<file path="src/rtl/hdmi_data_island_decoder.sv">
// HDMI data-island packet decoder: reassembles 32-cycle TERC4-decoded packets,
// verifies header/subpacket BCH parity and extracts stereo PCM from audio packets.
module hdmi_data_island_decoder #(
    parameter logic [7:0] AUDIO_TYPE = 8'h02,
    parameter bit         DROP_BAD   = 1'b1
) (
    input  logic           i_pixclk,
    input  logic           i_rst_n,
    input  logic           i_data,
    input  logic [3:0]     i_d0,
    input  logic [3:0]     i_d1,
    input  logic [3:0]     i_d2,
    output logic           o_hsync,
    output logic           o_vsync,
    output logic           o_pkt_valid,
    output logic [23:0]    o_pkt_hdr,
    output logic [223:0]   o_pkt_body,
    output logic           o_hdr_err,
    output logic [3:0]     o_sub_err,
    output logic           o_trunc,
    output logic           o_sample_valid,
    output logic [15:0]    o_audioL,
    output logic [15:0]    o_audioR
);
    typedef enum logic [1:0] {IDLE, COLLECT, EMIT} state_e;

    function automatic logic [7:0] bch_step(input logic [7:0] code, input logic b);
        return {code[6:0], 1'b0} ^ ((code[7] ^ b) ? 8'hC1 : 8'h00);
    endfunction

    state_e           state_q, state_d;
    logic [1:0]       k_q, k_d;
    logic             data_q, data_d;
    logic [4:0]       off_q, off_d;
    logic [23:0]      hdr_q, hdr_d;
    logic [7:0]       hpar_q, hpar_d, hecc_q, hecc_d;
    logic [3:0][55:0] sub_q, sub_d;
    logic [3:0][7:0]  spar_q, spar_d, secc_q, secc_d;

    logic             hsync_q, hsync_d, vsync_q, vsync_d;
    logic             pkt_valid_q, pkt_valid_d;
    logic [23:0]      pkt_hdr_q, pkt_hdr_d;
    logic [3:0][55:0] pkt_body_q, pkt_body_d;
    logic             hdr_err_q, hdr_err_d;
    logic [3:0]       sub_err_q, sub_err_d;
    logic             trunc_q, trunc_d;
    logic             sample_valid_q, sample_valid_d;
    logic [15:0]      audio_l_q, audio_l_d, audio_r_q, audio_r_d;

    logic [4:0]       cur_off;
    logic             restart;
    logic [7:0]       hbase;
    logic [3:0]       present;

    always_comb begin
        // NOTE: every comb output gets a default first so no path can infer a latch.
        state_d        = state_q;
        k_d            = k_q;
        data_d         = i_data;
        off_d          = off_q;
        hdr_d          = hdr_q;
        hpar_d         = hpar_q;
        hecc_d         = hecc_q;
        sub_d          = sub_q;
        spar_d         = spar_q;
        secc_d         = secc_q;
        hsync_d        = hsync_q;
        vsync_d        = vsync_q;
        pkt_valid_d    = 1'b0;
        pkt_hdr_d      = pkt_hdr_q;
        pkt_body_d     = pkt_body_q;
        hdr_err_d      = hdr_err_q;
        sub_err_d      = sub_err_q;
        trunc_d        = 1'b0;
        sample_valid_d = 1'b0;
        audio_l_d      = audio_l_q;
        audio_r_d      = audio_r_q;

        restart = i_data && (!data_q || !i_d0[3]);
        cur_off = restart ? 5'd0 : off_q;
        hbase   = (cur_off == 5'd0) ? 8'h00 : hecc_q;
        present = pkt_hdr_q[11:8];

        // A partial packet is abandoned when the island ends or a resync arrives early.
        if (data_q && off_q != 5'd0 && (!i_data || !i_d0[3]))
            trunc_d = 1'b1;

        if (i_data) begin
            hsync_d = i_d0[0];
            vsync_d = i_d0[1];
            off_d   = cur_off + 5'd1;
            if (cur_off < 5'd24) begin
                hdr_d[cur_off] = i_d0[2];
                hecc_d         = bch_step(hbase, i_d0[2]);
            end else begin
                hpar_d[~cur_off[2:0]] = i_d0[2];
            end
            for (int k = 0; k < 4; k++) begin
                if (cur_off < 5'd28) begin
                    sub_d[k][{cur_off, 1'b0}] = i_d1[k];
                    sub_d[k][{cur_off, 1'b1}] = i_d2[k];
                    secc_d[k] = bch_step(bch_step((cur_off == 5'd0) ? 8'h00 : secc_q[k],
                                                  i_d1[k]), i_d2[k]);
                end else begin
                    spar_d[k][{~cur_off[1:0], 1'b1}] = i_d1[k];
                    spar_d[k][{~cur_off[1:0], 1'b0}] = i_d2[k];
                end
            end
            if (cur_off == 5'd31) begin
                pkt_valid_d = 1'b1;
                pkt_hdr_d   = hdr_d;
                pkt_body_d  = sub_d;
                hdr_err_d   = (hpar_d != hecc_d);
                for (int k = 0; k < 4; k++)
                    sub_err_d[k] = (spar_d[k] != secc_d[k]);
            end
        end

        case (state_q)
            IDLE: if (i_data) state_d = COLLECT;
            COLLECT: begin
                if (pkt_valid_d && pkt_hdr_d[7:0] == AUDIO_TYPE && !hdr_err_d) begin
                    state_d = EMIT;
                    k_d     = 2'd0;
                end else if (!i_data) begin
                    state_d = IDLE;
                end
            end
            EMIT: begin
                // The output packet registers double as the snapshot being scanned.
                if (present[k_q] && !(DROP_BAD && sub_err_q[k_q])) begin
                    sample_valid_d = 1'b1;
                    audio_l_d      = pkt_body_q[k_q][23:8];
                    audio_r_d      = pkt_body_q[k_q][47:32];
                end
                k_d = k_q + 2'd1;
                if (k_q == 2'd3) state_d = i_data ? COLLECT : IDLE;
            end
            default: state_d = IDLE;
        endcase
    end

    // NOTE: state updates use non-blocking assignments so all flops sample the same pre-edge values.
    always_ff @(posedge i_pixclk or negedge i_rst_n) begin
        if (!i_rst_n) begin
            state_q        <= IDLE;
            k_q            <= '0;
            data_q         <= 1'b0;
            off_q          <= '0;
            hdr_q          <= '0;
            hpar_q         <= '0;
            hecc_q         <= '0;
            sub_q          <= '0;
            spar_q         <= '0;
            secc_q         <= '0;
            hsync_q        <= 1'b0;
            vsync_q        <= 1'b0;
            pkt_valid_q    <= 1'b0;
            pkt_hdr_q      <= '0;
            pkt_body_q     <= '0;
            hdr_err_q      <= 1'b0;
            sub_err_q      <= '0;
            trunc_q        <= 1'b0;
            sample_valid_q <= 1'b0;
            audio_l_q      <= '0;
            audio_r_q      <= '0;
        end else begin
            state_q        <= state_d;
            k_q            <= k_d;
            data_q         <= data_d;
            off_q          <= off_d;
            hdr_q          <= hdr_d;
            hpar_q         <= hpar_d;
            hecc_q         <= hecc_d;
            sub_q          <= sub_d;
            spar_q         <= spar_d;
            secc_q         <= secc_d;
            hsync_q        <= hsync_d;
            vsync_q        <= vsync_d;
            pkt_valid_q    <= pkt_valid_d;
            pkt_hdr_q      <= pkt_hdr_d;
            pkt_body_q     <= pkt_body_d;
            hdr_err_q      <= hdr_err_d;
            sub_err_q      <= sub_err_d;
            trunc_q        <= trunc_d;
            sample_valid_q <= sample_valid_d;
            audio_l_q      <= audio_l_d;
            audio_r_q      <= audio_r_d;
        end
    end

    assign o_hsync        = hsync_q;
    assign o_vsync        = vsync_q;
    assign o_pkt_valid    = pkt_valid_q;
    assign o_pkt_hdr      = pkt_hdr_q;
    assign o_pkt_body     = pkt_body_q;
    assign o_hdr_err      = hdr_err_q;
    assign o_sub_err      = sub_err_q;
    assign o_trunc        = trunc_q;
    assign o_sample_valid = sample_valid_q;
    assign o_audioL       = audio_l_q;
    assign o_audioR       = audio_r_q;
endmodule

</file>
<file path="config.mk">
export PLATFORM = sky130hd
export DESIGN_NAME = hdmi_data_island_decoder
export DESIGN_NICKNAME = d
export VERILOG_FILES = /design/src/rtl/hdmi_data_island_decoder.sv
export SDC_FILE = /design/constraint.sdc
export NUM_CORES = 1
export LEC_CHECK = 0
export CORE_UTILIZATION = 45
export DETAILED_ROUTE_END_ITERATION = 7
export PLACE_DENSITY_LB_ADDON = 0.12
export SLEW_MARGIN = 20
export SYNTH_ARGS = -nofsm -noshare
export SYNTH_HDL_FRONTEND = slang
export SYNTH_SLANG_ARGS = --single-unit
</file>
<file path="constraint.sdc">
create_clock -name i_pixclk -period 4.7 [get_ports i_pixclk]
set_clock_uncertainty 0.2 [all_clocks]
set_input_delay 0.94 -clock i_pixclk [delete_from_list [all_inputs] [get_ports i_pixclk]]
set_output_delay 0.94 -clock i_pixclk [all_outputs]
set_load 0.01 [all_outputs]
</file>
==> results_dict.tcl <==
set metrics [dict create \
    cts_resized 0 \
    power.share.switching_pct 27.0 \
    drive_gt1_share_pct 19.7 \
    route.detailed.drc 0 \
    seqPwrFrac_pct 45.0 \
    setup_tns_ps 0 \
    fillCellCount 5404 \
    fin_crit_sh_pct 83.8 \
    drv_slew 0 \
    num_rows 92 \
    clock_latency_ps 610 \
    critical-path-slowest-cell "clkdlybuf4s50_1" \
    avgViaCountPerCell 5.52 \
    min_period_ps 3940 \
    start_util_pct 45.8 \
    crit_required_ps 5000 \
    cts_tree "built" \
    die_w_um 256 \
    cts-root-buf "clkbuf_16" \
    hold_viol 0 \
    ios 305 \
    max-slew-margin-rel_pct 29.1 \
    async_flop_share_pct 100 \
    r2r-end "o_sub_err[3]" \
    outcome "complete, no violations" \
    gp_congestion 0.875 \
    setup_viol 0 \
    peakVddDrop_mv 0.394 \
    final_nets 2828 \
    internal-power_mw 10.6 \
    maxUsedRoutingLayer "met4" \
    seq_area_sq_um 15700 \
    port_buffers 304 \
    switching_power_mw 3.91 \
    dieArea_sq_um 65700 \
    critPathArrivalTime_ps 4230 \
    cts.path.max_buffers 3 \
    layout_commonest_cell "dfrtp_1" \
    worstPathBufferInverterCount 4 \
    crit_top_cell "buf_4" \
    wl_per_cell_um 21.5 \
    crit_chain "clkdlybuf4s50_1 -> a21bo_2 -> and2_1 -> inv_1 -> ha_1 -> buf_4 -> nor4b_1 -> buf_4 -> a211oi_1 -> xnor3_1 -> xor2_1 -> o311ai_0 -> a41oi_1 -> o22a_1" \
    dp_hpwl_mm 52.8 \
    worstReg2RegStart "data_q" \
    first_pass_iters 5 \
    comb_power_share_pct 15.8 \
    cts_setup_buffers 0 \
    setup_ws_ps 761 \
    cp-end-kind "flop" \
    core_area_sq_um 63500 \
    hold_path.class "input pin to async pin" \
    yosysUniqueCellTypes 71 \
    r2r_slack_ps 1200 \
    synthesis.area_sq_um 29100 \
    cp_max_fo 8 \
    die_height_um 256 \
    r2r_cells 11 \
    synth_warnings 0 \
    cts_inserted_buffers 71 \
    drt-initial-drc-count 1602 \
    clock.fmax_mhz 254 \
    syn_inst 2535 \
    areaGrowthSynthToFinish_pct 22.5 \
    n_antenna_cell 0 \
    num_vias 20500 \
    worstSetupPathType "input pin to flop" \
    leakage_nw 16.6 \
    met1_length_mm 35.8 \
    drt_wl_total_mm 79.7 \
    cts_max_level 3 \
    antenna_found_initial 0 \
    grt_max_degree 205 \
    yosys_register_bits 628 \
    cts_sinks 628 \
    ant_nets 0 \
    synth_edf_count 0 \
    wl_met2_mm 38.1 \
    worst_pin_slew_ps 1060 \
    synth_ff_type "dfrtp_1" \
    multi_input_area_sq_um 12600 \
    ys_seq_area_share_pct 54.0 \
    grt_use_total_pct 24.5 \
    p_clk_share_pct 39.3 \
    grt_pass1_wl_mm 125 \
    ctsHoldBuffers 0 \
    syn_avg_cell_area_sq_um 11.5 \
    final_cell_mix "dfrtp_1, nand2_1, o21ai_0, mux2_2, clkdlybuf4s50_1" \
    grt_pass1_vias 20900 \
    startpoint_type "input pin" \
    maxCapViolCount 0 \
    crit_start "i_d0[3]" \
    rsz0062_at_grt "false" \
    power.density_nw_per_um2 407 \
    overflow 0 \
    slowest_delay_ps 540 \
    cp_top_family "compound AO/OA/AOI/OAI gates" \
    path_clk_slew_ps 60 \
    dp_slack_ps 162 \
    wl_met3_mm 3.52 \
    synth_nets 2556 \
]
-- synthesized netlist by cell type (all sizes together) (18+ instances only) --
library cell	n	share of area, %
a21oi	26	0.45
a31oi	21	0.45
buf	48	0.74
clkbuf	150	1.9
dfrtp	628	54
inv	18	0.23
mux2	298	12
mux2i	280	9.6
mux4	32	2.5
nand2	387	5.0
nand3	33	0.58
nor2	59	0.76
nor3	19	0.36
o21ai	313	5.4
xnor2	43	1.3
xor2	44	1.3
-- power groups by stage --
| stage | Sequential [mW] | Combinational (mW) | Clock [mW] |
|---|---|---|---|
| finish | 6.53 | 2.29 | 5.70 |
| global route | 6.60 | 2.54 | 6.04 |
| CTS | 6.51 | 2.31 | 5.84 |
| detailed placement | 6.61 | 2.29 | 0 |
| global placement | 6.57 | 2.22 | 0 |
| floorplan | 6.42 | 1.74 | 0 |
-- layer usage --
layer | vias to the layer above | track usage, %
met1 | 10400 | 33.6
met5 | - | 0
li1 | 9455 | -
met2 | 498 | 39.9
met4 | 0 | 7.58
met3 | 139 | 3.95
-- per-stage QoR --
stage	std cells	power [mW]	hold slack [ps]	area (sq um)	util, %
after floorplan	2535	8.15	249	29100	-
after global placement	3580	8.79	261	33200	52.3
after detailed placement	3580	8.90	270	33200	52.3
after CTS	3707	14.7	267	35700	56.1
after global routing	3707	15.2	290	35700	56.1
final	3707	14.5	233	35700	56.1
-- registers in the layout, indices dropped and copies added (netlist names), 2 cells and up --
| name | cells |
|---|---|
| o_audioL | 16 |
| spar_q | 32 |
| k_q | 2 |
| hpar_q | 8 |
| o_audioR | 16 |
| o_pkt_hdr | 24 |
| hdr_q | 24 |
| o_pkt_body | 224 |
| state_q | 2 |
| secc_q | 32 |
| o_sub_err | 4 |
| sub_q | 224 |
| hecc_q | 8 |
| off_q | 5 |
-- kinds of logic (layout without fill, tap and decap cells) --
family / count (synthesis) / in the layout / share of synthesized area (%)
flip-flops: 628 / 628 / 54.0
multiplexers: 610 / 610 / 23.6
AND/OR/NAND/NOR: 560 / 560 / 8.21
AO/OA/AOI/OAI: 425 / 425 / 8.15
buffers and inverters: 216 / 542 / 2.91
XOR/XNOR: 90 / 90 / 2.85
adder cells (fa/ha/maj): 6 / 6 / 0.258
-- worst max path at each step --
stage	cells past startpoint	end
3_3_place_gp	12	o_sub_err[3]
4_1_cts	14	o_sub_err[2]
6_report	14	o_sub_err[2]
3_5_place_dp	14	o_sub_err[2]
2_1_floorplan	16	k_q[0]
5_1_grt	14	o_sub_err[2]
-- area by class of cell --
class / count / share of cell area (%)
clock buffer: 104 / 5.99
clock inverter: 23 / 0.810
inverter: 18 / 0.189
multi-input combinational: 1691 / 35.3
sequential: 628 / 44.1
tap: 846 / 2.97
timing repair buffer: 397 / 10.7
Power figures use the tool's default switching activity.
